===== config.mk =====
export PLATFORM = sky130hd
export DESIGN_NAME = uart_tx_fifo
export DESIGN_NICKNAME = d
export VERILOG_FILES = /design/src/rtl/uart_tx_fifo.sv
export SDC_FILE = /design/constraint.sdc
export NUM_CORES = 1
export LEC_CHECK = 0
export CAP_MARGIN = 10
export CELL_PAD_IN_SITES_DETAIL_PLACEMENT = 1
export CELL_PAD_IN_SITES_GLOBAL_PLACEMENT = 2
export CORE_ASPECT_RATIO = 1.2
export CORE_UTILIZATION = 46
export CTS_CLUSTER_DIAMETER = 50
export DETAILED_ROUTE_END_ITERATION = 10
export DONT_BUFFER_PORTS = 1
export GPL_ROUTABILITY_DRIVEN = 0
export PLACE_DENSITY_LB_ADDON = 0.1
export SLEW_MARGIN = 5
export SYNTH_ARGS = -nofsm -noshare
export SYNTH_HDL_FRONTEND = slang
export SYNTH_SLANG_ARGS = --single-unit

===== constraint.sdc =====
create_clock -name clk -period 4.4 [get_ports clk]
set_clock_uncertainty 0.2 [all_clocks]
set_input_delay 0.66 -clock clk [delete_from_list [all_inputs] [get_ports clk]]
set_output_delay 0.66 -clock clk [all_outputs]
set_load 0.05 [all_outputs]

===== src/rtl/uart_tx_fifo.sv =====
// FIFO-buffered UART transmitter: bytes pushed over valid/ready are sent LSB first, back to back.
// Define UART_TX_PARITY_EN to add an even-parity bit between the data and stop bits.
module uart_tx_fifo #(
  parameter int CLK_DIV   = 868,
  parameter int DATA_BITS = 8,
  parameter int STOP_BITS = 1,
  parameter int FIFO_AW   = 4
) (
  input  logic                 clk,
  input  logic                 rst,
  input  logic                 wvalid,
  output logic                 wready,
  input  logic [DATA_BITS-1:0] wdata,
  output logic                 tx,
  output logic                 busy,
  output logic [FIFO_AW:0]     count
);

  localparam int DEPTH = 1 << FIFO_AW;
  localparam logic [FIFO_AW:0] FULL_COUNT = (FIFO_AW+1)'(DEPTH);

  localparam logic [2:0] S_IDLE   = 3'd0;
  localparam logic [2:0] S_START  = 3'd1;
  localparam logic [2:0] S_DATA   = 3'd2;
`ifdef UART_TX_PARITY_EN
  localparam logic [2:0] S_PARITY = 3'd3;
`endif
  localparam logic [2:0] S_STOP   = 3'd4;

  logic [DATA_BITS-1:0] mem [DEPTH];
  logic [FIFO_AW-1:0]   wr_ptr;
  logic [FIFO_AW-1:0]   rd_ptr;
  logic [2:0]           state;
  logic [15:0]          bit_cnt;
  logic [3:0]           bit_idx;
  logic [DATA_BITS-1:0] shift;
`ifdef UART_TX_PARITY_EN
  logic                 parity_bit;
`endif

  logic push;
  logic pop;
  logic bit_end;
  logic stop_end;

  assign wready   = (count != FULL_COUNT);
  assign push     = wvalid && wready;
  assign bit_end  = (bit_cnt == 16'(CLK_DIV - 1));
  assign stop_end = (state == S_STOP) && bit_end && (bit_idx == 4'(STOP_BITS - 1));
  // A new frame starts from idle, or straight out of the last stop bit with no gap.
  assign pop      = ((state == S_IDLE) || stop_end) && (count != '0);
  assign busy     = (state != S_IDLE) || (count != '0);

  // NOTE: the storage array has no reset; occupancy is tracked by count and the pointers.
  always_ff @(posedge clk) begin
    if (push) mem[wr_ptr] <= wdata;
  end

  // NOTE: all sequential state uses non-blocking assignments so every register samples pre-edge values.
  always_ff @(posedge clk) begin
    if (rst) begin
      wr_ptr <= '0;
      rd_ptr <= '0;
      count  <= '0;
    end else begin
      if (push) wr_ptr <= wr_ptr + 1'b1;
      if (pop)  rd_ptr <= rd_ptr + 1'b1;
      if (push && !pop)      count <= count + 1'b1;
      else if (pop && !push) count <= count - 1'b1;
    end
  end

  always_ff @(posedge clk) begin
    if (rst) begin
      state      <= S_IDLE;
      bit_cnt    <= '0;
      bit_idx    <= '0;
      shift      <= '0;
      tx         <= 1'b1;
`ifdef UART_TX_PARITY_EN
      parity_bit <= 1'b0;
`endif
    end else begin
      bit_cnt <= ((state == S_IDLE) || bit_end) ? 16'd0 : bit_cnt + 16'd1;
      if (pop) begin
        state   <= S_START;
        shift   <= mem[rd_ptr];
        bit_idx <= '0;
        tx      <= 1'b0;
`ifdef UART_TX_PARITY_EN
        parity_bit <= ^mem[rd_ptr];
`endif
      end else begin
        case (state)
          S_IDLE: tx <= 1'b1;
          S_START: begin
            if (bit_end) begin
              state <= S_DATA;
              tx    <= shift[0];
            end
          end
          S_DATA: begin
            if (bit_end) begin
              if (bit_idx == 4'(DATA_BITS - 1)) begin
                bit_idx <= '0;
`ifdef UART_TX_PARITY_EN
                state   <= S_PARITY;
                tx      <= parity_bit;
`else
                state   <= S_STOP;
                tx      <= 1'b1;
`endif
              end else begin
                bit_idx <= bit_idx + 4'd1;
                shift   <= shift >> 1;
                tx      <= shift[1];
              end
            end
          end
`ifdef UART_TX_PARITY_EN
          S_PARITY: begin
            if (bit_end) begin
              state <= S_STOP;
              tx    <= 1'b1;
            end
          end
`endif
          S_STOP: begin
            if (stop_end) begin
              state <= S_IDLE;
              tx    <= 1'b1;
            end else if (bit_end) begin
              bit_idx <= bit_idx + 4'd1;
            end
          end
          default: begin
            state <= S_IDLE;
            tx    <= 1'b1;
          end
        endcase
      end
    end
  end

endmodule


After elaboration in Yosys (flattened, before gate mapping)
Memories as Yosys holds them, arrays and structs flattened. A register that Yosys moved wholly into a read port is not among the register bits.
Index checks and enable logic that the tools add are counted.
{ "classes": {"reduce_logical": 26, "eq_ne": 18, "bitwise_logic": 1, "multipliers": 0, "n_div": 0, "shift": 0, "muxes": 27, "n_lt_le_gt_ge": 0, "addsub": 6} }
{ "op_table": {"columns": ["cell", "count"], "rows": [
  ["$mux 8", 4],
  ["$mux 4", 6],
  ["$add 16x1->16 const B", 1],
  ["$eq 16x10->1 const B", 1],
  ["$ne 2x2->1 const B", 8],
  ["$add 4x1->4 const B", 3],
  ["$mux 3", 4],
  ["$ne 3x3->1 const B", 4],
  ["$pmux 3 s4", 1],
  ["$mux 5", 2],
  ["$reduce_and 5->1", 2],
  ["$mux 1", 8],
  ["$pmux 4 s2", 1],
  ["$reduce_bool 2->1", 4],
  ["$logic_and 1x1->1", 6],
  ["$reduce_and 3->1", 2],
  ["$add 5x1->5 const B", 1],
  ["$ne 5x5->1 const B", 1],
  ["$reduce_bool 5->1", 1],
  ["$sub 5x1->5 const B", 1],
  ["$eq 4x3->1 const B", 1],
  ["$logic_not 4->1", 1],
  ["$reduce_and 4->1", 1],
  ["$reduce_or 2->1", 2],
  ["other kinds (9)", 12]
]} }
{ "totals": {"register_bits": 45, "mem_bits_rw": 128, "latchBits": 0, "input_bits": 11, "rom_bits": 0, "memories": 1, "output_inout_bits": 8, "elab_cells": 88} }
{ "memory_table": {"columns": ["name", "depth", "word_bits", "read_ports", "rd_ports_with_merged_regs", "write_ports", "line_no", "text"], "rows": [
  ["mem", 16, 8, 1, 1, 1, "30", "logic [DATA_BITS-1:0] mem [DEPTH];"]
]} }

Depth between registers and ports, before layout
{ "logic_depth": {"word_depth": 8, "ltp_mapped": 16, "depth_no_buf": 14} }

Worst setup path before layout
No wires, ideal clock.
{ "synth_timing": {"path_type": "register -> register", "start": "register count[0]", "end": "register count[4]", "n_path_buf": 2, "path_slack_ns": 0.894, "setup_time_ns": 0.070, "required_time_ns": 4.130, "arrival_time_ns": 3.235, "period_less_slack_ns": 3.506, "stages_incl_launch_ff": 15, "path_cell_list": "dfxtp_1 nor4_2 a2111oi_2 a21o_1 buf_4 inv_2 buf_2 ha_1 inv_1 fa_1 a21o_1 a21oi_1 xnor2_1 or3_1 a21oi_1"} }
{ "synth_via": {"elab_chain_cells": 5, "elab_cells_between_ends": 13, "cone_classes": "2 x add/sub; 1 x eq/ne; 2 x mux; 8 x reduce/logical"} }
{ "synth_lines": {"columns": ["element", "line_no", "text"], "rows": [
  ["start: declaration", "16", "output logic [FIFO_AW:0] count"],
  ["start signal: assignment", "68", "if (push && !pop) count <= count + 1'b1;"],
  ["start signal: assignment", "69", "else if (pop && !push) count <= count - 1'b1;"],
  ["parallel branches: the longest is 5 deep, another holds $sub 5x1->5", null, null]
]} }
Several ways; the timed one is not identified. The select of a mux whose other input is x is not followed.
A chain may end at the register's enable or synchronous reset.

Final worst setup path
{ "layout_timing": {"start": "register count[2]", "end": "register count[4]"} }
Same word-level chain as after synthesis.

==> impl_results.md <==
* Post-CTS Resized at 0
* DRC errors left at 0
* Worst setup EP type: register
* Post-synth ARST share at 0%
* Top_reg_cell synth: edfxtp_1
* Synth-to-layout area growth at 11.1%
* Area of the multi-input gates at 2330 µm²
* Initial Util at 46.9%
* Routed vias/inst at 5.55
* Reg area at 4830 µm²
* CTS Hold Buffers Added at 0
* Endpoint, Worst Hold: shift[0]$_SDFFE_PP0P_
* Initial antenna violation count at 0
* Core ar. at 15600 µm²
* DR pass1 iterations at 4
* Syn avg cell area at 14.6 µm²
* Reg2reg end: count[4]$_SDFFE_PP0P_
* Die H at 140 µm
* Post-Synthesis Cells at 499
* FF+latch count, synth at 177
* DR WL/cell at 20.4 µm
* Unrepaired setup endpoints after global routing: no
* Max-cap violations at 0
* CTS max path bufs at 2
* Net Count, Synth at 523
* Post-synth EDFFs at 128
* Worst-path clk slew at 0.07 ns
* CTS root buffer: clkbuf_16
* Syn Std Cell Area at 7300 µm²
* Worst Path Required at 4.56 ns
* Layout fillers at 1487
* Status: finished, final reports clean
* Worst VDD drop at 0.423 mV
* Non-Filler Instances at 725
* Hold crit path type: in -> reg
* Leakage power at 0.00267 µW
* Global-route wire length before repair at 23.6 mm
* Final-report hold violation count at 0
* Pwr dens at 555 nW/µm²
* Post-layout min period at 3.82 ns
* Hold path start: rst
* Final TNS setup at 0 ns
* Die X at 117 µm
* CTS tree: yes
* Worst setup path class: reg -> reg
* GR Overflow Total at 0
* Share of cells above drive strength 1 at 14.1%
* # diodes at 0
* Worst R2R Start: count[2]$_SDFFE_PP0P_
* Hold Crit Depth at 1
* Worst-path fanout max at 17
* Worst skew pair latency at 0.42 ns
* TritonCTS Buffers at 17
* Setup crit start kind: register
* Final setup violation count at 0
* DPL Wire Length at 10.3 mm
* Post-CTS setup buffers at 0
* I/O pin cnt at 19
* Worst-Margin Slew at 1.07 ns
* Vias in the first global route at 4252
* DR vias at 4025
* CTS HTree Levels at 4
* Number of distinct library cells after synthesis at 55
* Path depth of the worst reg2reg path at 12
* Post-synthesis sequential area ratio at 66.1%
* Total GRT Usage at 19.9%
* Placed Instances at 693
* Synthesis Warnings at 0
* Initial DRC count at 216
* Nets@finish at 528
* Clk sink count at 177
* Crit path DAT at 3.97 ns
* Largest net degree at the start of global routing at 36
* Max Clk Rate at 262 MHz
* R2r setup slk at 0.58 ns
* Final period util at 86.7%
* Post-layout power at 4510 µW
* Row cnt at 50
* Final wirelength at 14.8 mm
* # port buffers at 0
* Worst slew margin at 28.2%
* DRT antenna net count at 0
* Slew Limit Fails at 0
* Die area at 16400 µm²
[worst max path at each step]
stage | from | slack, ns | cells after the start | endpoint
6_report | count[2]$_SDFFE_PP0P_ | 0.58 | 12 | count[4]$_SDFFE_PP0P_
3_5_place_dp | count[2]$_SDFFE_PP0P_ | 0.58 | 12 | count[4]$_SDFFE_PP0P_
5_1_grt | count[2]$_SDFFE_PP0P_ | 0.28 | 12 | count[4]$_SDFFE_PP0P_
2_1_floorplan | count[0]$_SDFFE_PP0P_ | 0.89 | 14 | count[4]$_SDFFE_PP0P_
4_1_cts | count[2]$_SDFFE_PP0P_ | 0.56 | 12 | count[4]$_SDFFE_PP0P_
3_3_place_gp | count[2]$_SDFFE_PP0P_ | 0.70 | 12 | count[4]$_SDFFE_PP0P_
[stage by stage]
stage	hold WS (ns)	util [%]	area (µm²)	setup slack [ns]
floorplan	0.230	-	7300	0.894
global placement	0.241	48.4	7530	0.698
detailed placement	0.257	48.4	7530	0.578
CTS	0.0827	52.1	8120	0.555
global route	0.0851	52.1	8120	0.281
finish	0.104	52.1	8120	0.585
[cells in the mapped netlist, types with 6 or more instances]
master    instances  area share (%)
edfxtp_1        128              53
nor2_1           51             2.6
dfxtp_1          49              13
mux2i_1          35             4.8
nand2_1          21             1.1
mux4_2           20             6.2
clkbuf_1         16            0.82
a221oi_1         14             1.7
o21ai_0          13            0.89
a21oi_1          12            0.82
ha_1             12             2.1
nand3_1          12            0.82
xor2_1           12             1.4
inv_1            11            0.57
xnor2_1          11             1.3
nor3_1            9            0.62
and3_1            7            0.60
a22oi_1           6            0.62
[cell usage in the layout, fill, tap and decap left out, types with 11 or more instances in the layout]
master	n
a21oi_1	12
a221oi_1	14
clkbuf_16	17
dfxtp_1	48
edfxtp_1	128
ha_1	12
inv_1	11
mux2i_1	35
mux4_2	20
nand2_1	21
nand3_1	12
nor2_1	51
o21ai_0	13
xnor2_1	11
xor2_1	12
[worst max-delay path: stages (launching register included)]
cell and delay, ns:
dfxtp_1 0.51, nor4_2 0.60, a2111oi_2 0.15, a21o_1 0.32, inv_2 0.29, ha_1 0.25
inv_1 0.11, fa_1 0.42, a21o_1 0.18, a21oi_1 0.17, xnor2_1 0.09, or3_1 0.30
a21oi_1 0.14
[flip-flops by register name, indices dropped and copies added, names as in the netlist, named ones only]
name     flops
tx           1
bit_cnt     16
mem        128
count        5
shift        8
wr_ptr       4
rd_ptr       4
state        3
bit_idx      4
[routing by layer]
| layer | global-route usage [%] | vias to the layer above | part of all wire (%) |
|---|---|---|---|
| met5 | 0 | - | 0 |
| met1 | 25.1 | 2044 | 43 |
| met2 | 34.2 | 58 | 53 |
| met4 | 5.80 | 0 | 1.1 |
| li1 | - | 1912 | - |
| met3 | 4.41 | 11 | 2.6 |
[logic make-up after synthesis]
logic type	count (synthesis)	synth area share, %
DFF	177	66.1
and+or+nand+nor	128	9.32
AOI/OAI and AO/OA	67	6.54
muxes	55	11.0
buffers and inverters	36	2.04
xor gates and xnor gates	23	2.76
adders and majority gates	13	2.33
[final cells by class]
| cell class | instances | area share (%) |
|---|---|---|
| clock buffer | 19 | 5.33 |
| tap | 208 | 3.21 |
| multi-input combinational | 286 | 28.7 |
| clock inverter | 13 | 1.85 |
| timing repair buffer | 9 | 0.832 |
| inverter | 13 | 0.601 |
| sequential | 177 | 59.5 |
[power breakdown]
part | switching, µW | total, µW | internal [µW]
logic | 556 | 986 | 430
registers | 131 | 2030 | 1900
clock network | 642 | 1490 | 850
Note: power is estimated with default switching activity, not from simulation.
